`config.mk`:
```
export PLATFORM = sky130hd
export DESIGN_NAME = uart_tx_arbiter
export DESIGN_NICKNAME = d
export VERILOG_FILES = /design/src/rtl/uart_tx_arbiter.sv
export SDC_FILE = /design/constraint.sdc
export NUM_CORES = 1
export LEC_CHECK = 0
export ABC_AREA = 1
export ABC_CLOCK_PERIOD_IN_PS = 3000
export BUFFER_PORTS_ARGS = -buffer_cell sky130_fd_sc_hd__buf_2
export CAP_MARGIN = 20
export CORE_ASPECT_RATIO = 1.75
export CORE_MARGIN = 2
export CORE_UTILIZATION = 45
export CTS_BUF_LIST = sky130_fd_sc_hd__clkbuf_4
export CTS_CLUSTER_SIZE = 12
export DETAILED_ROUTE_END_ITERATION = 10
export PLACE_DENSITY = 0.68
export SYNTH_ARGS = -nofsm -noshare
export SYNTH_HDL_FRONTEND = slang
export SYNTH_SLANG_ARGS = --single-unit
```
`constraint.sdc`:
```
create_clock -name clk -period 3 [get_ports clk]
set_input_delay 0.45 -clock clk [delete_from_list [all_inputs] [get_ports clk]]
set_output_delay 0.45 -clock clk [all_outputs]
set_load 0.01 [all_outputs]
```
`src/rtl/uart_tx_arbiter.sv`:
```
// Round-robin arbiter feeding one UART transmitter. A packet (bytes up to the one with last=1)
// holds the grant, and the hold is dropped if its owner stays idle for LOCK_TIMEOUT cycles.
module uart_tx_arbiter #(
  parameter int NUM_REQ      = 4,
  parameter int LOCK_TIMEOUT = 1024
) (
  input  logic                 clk,
  input  logic                 rst,
  input  logic [NUM_REQ-1:0]   req_valid,
  input  logic [8*NUM_REQ-1:0] req_data,
  input  logic [NUM_REQ-1:0]   req_last,
  output logic [NUM_REQ-1:0]   req_ready,
  output logic [7:0]           tx_data,
  output logic                 tx_start,
  input  logic                 tx_busy,
  output logic [2:0]           grant_id,
  output logic                 lock_active
);

  localparam int         CNT_W = $clog2(LOCK_TIMEOUT + 1);
  localparam logic [3:0] N4    = 4'(NUM_REQ);

  typedef enum logic [1:0] {IDLE, ISSUE, WAIT_BUSY, WAIT_DONE} state_t;

  state_t             state;
  logic               armed;
  logic               last_q;
  logic [2:0]         rr_ptr;
  logic [CNT_W-1:0]   idle_cnt;

  logic [NUM_REQ-1:0] vld_rot;
  logic               rot_hit;
  logic [3:0]         rot_off;
  logic [3:0]         ptr_sum;
  logic               sel_found;
  logic [2:0]         sel_idx;
  logic [NUM_REQ-1:0] sel_mask;
  logic [NUM_REQ-1:0] gid_mask;
  logic [7:0]         sel_byte;
  logic               sel_last;
  logic [2:0]         next_ptr;

  assign gid_mask = NUM_REQ'(1) << grant_id;
  assign sel_mask = NUM_REQ'(1) << sel_idx;
  assign sel_byte = 8'(req_data >> {sel_idx, 3'b000});
  assign sel_last = |(req_last & sel_mask);
  assign next_ptr = (grant_id == 3'(NUM_REQ - 1)) ? 3'd0 : grant_id + 3'd1;

  // Rotate valids so rr_ptr sits at bit 0; the lowest set bit is then the round-robin winner.
  always_comb begin
    vld_rot = NUM_REQ'({req_valid, req_valid} >> rr_ptr);
    rot_hit = 1'b0;
    rot_off = 4'd0;
    for (int k = NUM_REQ - 1; k >= 0; k--) begin
      if (vld_rot[k]) begin
        rot_hit = 1'b1;
        rot_off = 4'(k);
      end
    end
    ptr_sum = {1'b0, rr_ptr} + rot_off;
    if (ptr_sum >= N4) ptr_sum = ptr_sum - N4;
    if (lock_active) begin
      sel_found = |(req_valid & gid_mask);
      sel_idx   = grant_id;
    end else begin
      sel_found = rot_hit;
      sel_idx   = ptr_sum[2:0];
    end
  end

  // armed keeps req_ready quiet until the first clock edge after reset is released.
  assign req_ready = (armed && (state == IDLE) && sel_found) ? sel_mask : '0;

  always_ff @(posedge clk or negedge rst) begin
    if (!rst) begin
      state       <= IDLE;
      armed       <= 1'b0;
      tx_start    <= 1'b0;
      tx_data     <= 8'h00;
      grant_id    <= 3'd0;
      lock_active <= 1'b0;
      rr_ptr      <= 3'd0;
      idle_cnt    <= '0;
      last_q      <= 1'b0;
    end else begin
      armed    <= 1'b1;
      tx_start <= 1'b0;
      case (state)
        IDLE: begin
          if (armed) begin
            if (sel_found) begin
              grant_id <= sel_idx;
              tx_data  <= sel_byte;
              last_q   <= sel_last;
              idle_cnt <= '0;
              tx_start <= 1'b1;
              state    <= ISSUE;
            end else if (lock_active) begin
              if (idle_cnt == CNT_W'(LOCK_TIMEOUT - 1)) begin
                lock_active <= 1'b0;
                rr_ptr      <= next_ptr;
                idle_cnt    <= '0;
              end else begin
                idle_cnt <= idle_cnt + 1'b1;
              end
            end
          end
        end
        ISSUE: state <= WAIT_BUSY;
        WAIT_BUSY: begin
          if (tx_busy) state <= WAIT_DONE;
        end
        WAIT_DONE: begin
          if (!tx_busy) begin
            state <= IDLE;
            if (last_q) begin
              lock_active <= 1'b0;
              rr_ptr      <= next_ptr;
            end else begin
              lock_active <= 1'b1;
            end
          end
        end
        default: state <= IDLE;
      endcase
    end
  end

endmodule

```
Word level (Yosys, flattened, before mapping)
Index checks and enable logic that the tools add are counted.

Bits of input ports: 43. Output and inout port bits: 17. Register bits: 31.

Add/subtract/negate cells: 4. Equality and inequality tests: 13. Reductions and logical operators: 12. Order comparisons: 1. Bitwise gates (word level): 2. Shifts and indexed selects: 4. Multiplexer cells: 38.

Operator list (number): 11-bit 2-to-1 mux (3); 32-bit by 6-bit right shift with 8-bit output (1); 3-bit 2-to-1 mux (9); 4-bit 2-to-1 mux (4); 1-bit 2-to-1 mux (14); 2-bit != test, second input constant (7); 11-bit by 1-bit adder with 11-bit output, second input constant (1); 11-bit by 10-bit == test with 1-bit output, second input constant (1); 2-bit 2-to-1 mux (5); 4-bit AND (2); 2-bit one-hot mux with 4 select lines (1); 4-bit AND reduction (2); 4-bit OR reduction (2); 1-bit by 3-bit left shift with 4-bit output, first input constant (2); 8-bit by 3-bit right shift with 4-bit output (1); 7-bit AND reduction (1); 3-bit one-hot mux with 2 select lines (1); 3-bit AND reduction (2); 3-bit by 4-bit adder with 4-bit output (1); 2-bit == test, second input constant (2); 4-bit by 3-bit greater-or-equal comparator with 1-bit output, second input constant (1); 2-bit nonzero test (2); 3-bit by 1-bit adder with 3-bit output, second input constant (1); 3-bit by 2-bit == test with 1-bit output, second input constant (1); other kinds (6) (7).

Logic depth before layout (Yosys ltp)
Depth after elaboration: 12. Mapped depth: 16.

Worst setup path before layout
No wires, ideal clock.

Kind: flip-flop to output port. From: register rr_ptr[1]. To: output req_ready[2]. Arrival: 2414 ps. Required time: 2550 ps. Path buffers: 1. Path slack: 136 ps. Cell stages (with the launch flop): 14. Cells stage by stage: dfrtp_1 inv_1 nor2_2 nand2_1 nand3_2 a31oi_1 nor2_1 ha_1 fa_1 nand2_1 nand2_2 buf_1 nand3_1 nor2_1.

Word-level cells in the longest chain between the ends: 11. Elaborated cells between the ends (all ways): 18.

Ends and longest elaborated chain: start, declared (RTL line 28) `logic [2:0] rr_ptr;`; start signal, assigned (RTL line 101) `rr_ptr <= next_ptr;`; start signal, assigned (RTL line 118) `rr_ptr <= next_ptr;`; 8-bit by 3-bit right shift with 4-bit output (RTL line 51) `vld_rot = NUM_REQ'({req_valid, req_valid} >> rr_ptr);`; 2-bit 2-to-1 mux (RTL line 55) `if (vld_rot[k]) begin`; 4-bit 2-to-1 mux (3 in series) (RTL line 55); 3-bit by 4-bit adder with 4-bit output (RTL line 60) `ptr_sum = {1'b0, rr_ptr} + rot_off;`; 4-bit by 3-bit greater-or-equal comparator with 1-bit output / 3-bit subtractor (equally long branches) (RTL line 61) `if (ptr_sum >= N4) ptr_sum = ptr_sum - N4;`; 3-bit 2-to-1 mux (RTL line 61); 3-bit 2-to-1 mux (RTL line 62) `if (lock_active) begin`; 1-bit by 3-bit left shift with 4-bit output (RTL line 44) `assign sel_mask = NUM_REQ'(1) << sel_idx;`; 4-bit 2-to-1 mux * (RTL line 72) `assign req_ready = (armed && (state == IDLE) && sel_found) ? sel_mask : '0;`; end, declared (RTL line 12) `output logic [NUM_REQ-1:0] req_ready,`.

Mark *: on every way between the ends. The rest lies on a longest branch, timed or not.

Worst setup path after layout
From: register rr_ptr[1]. To: output req_ready[0].

Same word-level chain as after synthesis.

==> impl_metrics.json <==
{
  "grt_max_degree": 32,
  "skew_ns": 0.0124,
  "most-common-layout-cells": "95 x nand2_1, 59 x buf_2, 41 x nand3_1, 29 x dfrtp_1, 25 x inv_1",
  "outcome": "finished with violations",
  "drive_gt1_share_pct": 34.2,
  "firstDrtPassIters": 4,
  "h-tree-depth": 2,
  "relSlewSlack_pct": 51.4,
  "dp_hpwl_mm": 4.56,
  "syn_inst": 319,
  "min_path_type": "input pin to async pin",
  "internal-power_mw": 1.59,
  "switchingPower_mw": 1.64,
  "globalRouteTotalUtil_pct": 22.5,
  "r2r_cells": 16,
  "die_w_um": 57.8,
  "grt_pass1_vias": 2410,
  "maxCapViolCount": 0,
  "synth-edff-count": 0,
  "start_util_pct": 46.1,
  "io_buffers": 59,
  "final_util_pct": 59.8,
  "critPathBufInv": 5,
  "vias": 2413,
  "async_flop_share_pct": 100,
  "worst_pin_slew_ns": 0.729,
  "gp_congestion": 0.863,
  "hold_viol": 0,
  "finalCritPeriodShare_pct": 103,
  "layout_commonest_cell": "nand2_1",
  "cts.sinks": 31,
  "ys_types": 36,
  "antenna_left": 0,
  "fin_ws_ns": -0.0834,
  "cts-root-buf": "clkbuf_4",
  "fin_nets": 459,
  "core_area_um2": 4930,
  "arrival_ns": 2.63,
  "violations": "setup timing",
  "slowest_stage": "fa_2",
  "grt-ovfl-total": 0,
  "drt_iter0_markers": 86,
  "syn_nets": 373,
  "cellLeakagePower_nw": 1.57,
  "cp-start-kind": "flip-flop",
  "p_per_area_nw_per_um2": 1100,
  "critPathTopFamily": "adder cells",
  "crit_type": "flip-flop to output port",
  "dp_cells": 434,
  "cts.path.max_buffers": 2,
  "wl_per_cell_um": 13.3,
  "clkTransAtPathRegs_ns": 0.11,
  "path_depth": 13,
  "vias_per_cell": 5.25,
  "synthFlopType": "dfrtp_1",
  "clock_latency_ns": 0.33,
  "yosysWarnings": 0,
  "grt_pass1_wl_mm": 10.1,
  "max_freq_ghz": 0.324,
  "crit_path_max_incr_delay_ns": 0.45,
  "p_seq_share_pct": 20.7,
  "die_y_um": 98.1,
  "slew_viol_final": 0,
  "cp_max_fo": 5,
  "fill_cells": 463,
  "io_pins": 60,
  "period_minus_slack_ns": 3.08,
  "core.rowCount": 34,
  "rsz0062_at_grt": "yes",
  "cts_buffers": 5,
  "postSynthAreaPerCell_um2": 7.13,
  "drcViolationCount": 0,
  "crit_chain": "inv_2, buf_4, nand3_1, nand2_2, inv_2, nor2_2, ha_2, fa_2, nand2_2, nand2_4, buf_6, nor3_2, buf_2",
  "synth-seq-cells": 31,
  "sw_frac_of_total_pct": 50.8,
  "seq_area_frac_synth_pct": 34.1,
  "final_cells": 460,
  "cts_tree": "done",
  "worst_setup_path_end_kind": "output port",
  "setup_viol": 4,
  "power.share.clock_pct": 7.4,
  "grt_antenna_before_repair": 0,
  "syn_area_um2": 2280,
  "dieArea_um2": 5670,
  "wirelength_mm": 6.11,
  "area_delta_synth_final_pct": 29.6,
  "peakVddDrop_v": 0.00106,
  "p_comb_share_pct": 71.9,
  "n_antenna_cell": 0,
  "critPathRequiredTime_ns": 2.55
}
logic make-up after synthesis:
group           after synthesis  synth area share [%]
buf+inv                      39                  7.64
compound gates               30                  8.19
other cells                   1                 0.165
fa+ha+maj                    11                  6.38
xor+xnor                      6                  2.31
simple gates                201                  41.2
flops                        31                  34.1
timing repair:
item	in CTS	in global routing
hold buffers	0	0
endpoints found under the setup margin	4	10
gates resized for setup	18	13
setup buffers	12	6
pin swaps	9	12
final cells by class:
cell class / count / area (µm²) / share of cell area, %
Inverter: 33 / 130 / 4.41
Clock buffer: 5 / 37.5 / 1.27
Multi-Input combinational cell: 249 / 1420 / 48.2
Tap cell: 54 / 67.6 / 2.29
Timing Repair Buffer: 85 / 498 / 16.9
Clock inverter: 3 / 15.0 / 0.509
Sequential cell: 31 / 778 / 26.4
final timing paths:
kind / start / end / slack, ns
setup / recovery: rr_ptr[1]$_DFFE_PN0P_ / req_ready[0] / -0.08
hold / removal: rst / idle_cnt[8]$_DFFE_PN0P_ / 0.16
setup reg to reg: rr_ptr[1]$_DFFE_PN0P_ / tx_data[6]$_DFFE_PN0P_ / 0.19
hold reg to reg: last_q$_DFFE_PN0P_ / last_q$_DFFE_PN0P_ / 0.49
max in group asynchronous: rst / rr_ptr[2]$_DFFE_PN0P_ / 2.33
min in group clk: req_data[2] / tx_data[2]$_DFFE_PN0P_ / 0.41
cell usage after synthesis (all sizes together), types with 2 or more instances:
master  count  area, µm²
a31oi       2       12.5
a211oi      4       30.0
inv        31        119
nand3      45        230
nand4       7       43.8
xor2        6       52.6
clkinv      2       7.51
nor2       29        141
nor3        5       30.0
a21oi      10       50.1
nand3b      2       15.0
nand2     112        472
o21ai      10       57.6
ha         10        125
dfrtp      31        776
buf         6       47.5
power groups by stage:
stage	logic, mW	registers, mW	clock network [mW]
floorplan	1.33	0.690	0
global placement	1.91	0.671	0
detailed placement	1.94	0.672	0
CTS	2.17	0.667	0.248
global route	2.58	0.685	0.262
finish	2.33	0.669	0.239
registers in the layout, summed over array words and instances (netlist names):
name         count
armed            1
grant_id         3
idle_cnt        11
last_q           1
lock_active      1
rr_ptr           3
state            2
tx_data          8
tx_start         1
layer usage:
layer | part of all wire, % | up-vias | GRT usage (%)
li1 | - | 1207 | -
met1 | 36 | 1116 | 22.2
met2 | 57 | 75 | 43.3
met3 | 4.5 | 15 | 4.24
met4 | 2.6 | 0 | 9.30
met5 | 0 | - | 0
stage by stage:
step | instance area [µm²] | power, mW | TNS (ns) | setup WS, ns | hold WS [ns]
floorplan | 2280 | 2.02 | 0 | 0.136 | 0.154
global placement | 2650 | 2.58 | 0 | 0.0752 | 0.459
detailed placement | 2650 | 2.61 | 0 | 0.0279 | 0.464
CTS | 2860 | 3.09 | -0.254 | -0.103 | 0.172
global route | 2950 | 3.53 | -0.874 | -0.249 | 0.201
finish | 2950 | 3.23 | -0.247 | -0.0834 | 0.163
worst reg2reg max path: stages, from the launching register on:
cell and delay [ns]:
dfrtp_1 0.44, inv_2 0.14, buf_4 0.13, nand3_1 0.09, nand2_2 0.10, inv_2 0.06
nor2_2 0.10, ha_2 0.20, fa_2 0.45, nand2_2 0.10, nand2_4 0.07, buf_6 0.13
buf_4 0.12, nor2_2 0.22, buf_4 0.19, a211oi_1 0.06, o21ai_1 0.13
No activity file was read; power rests on OpenSTA's default activity.
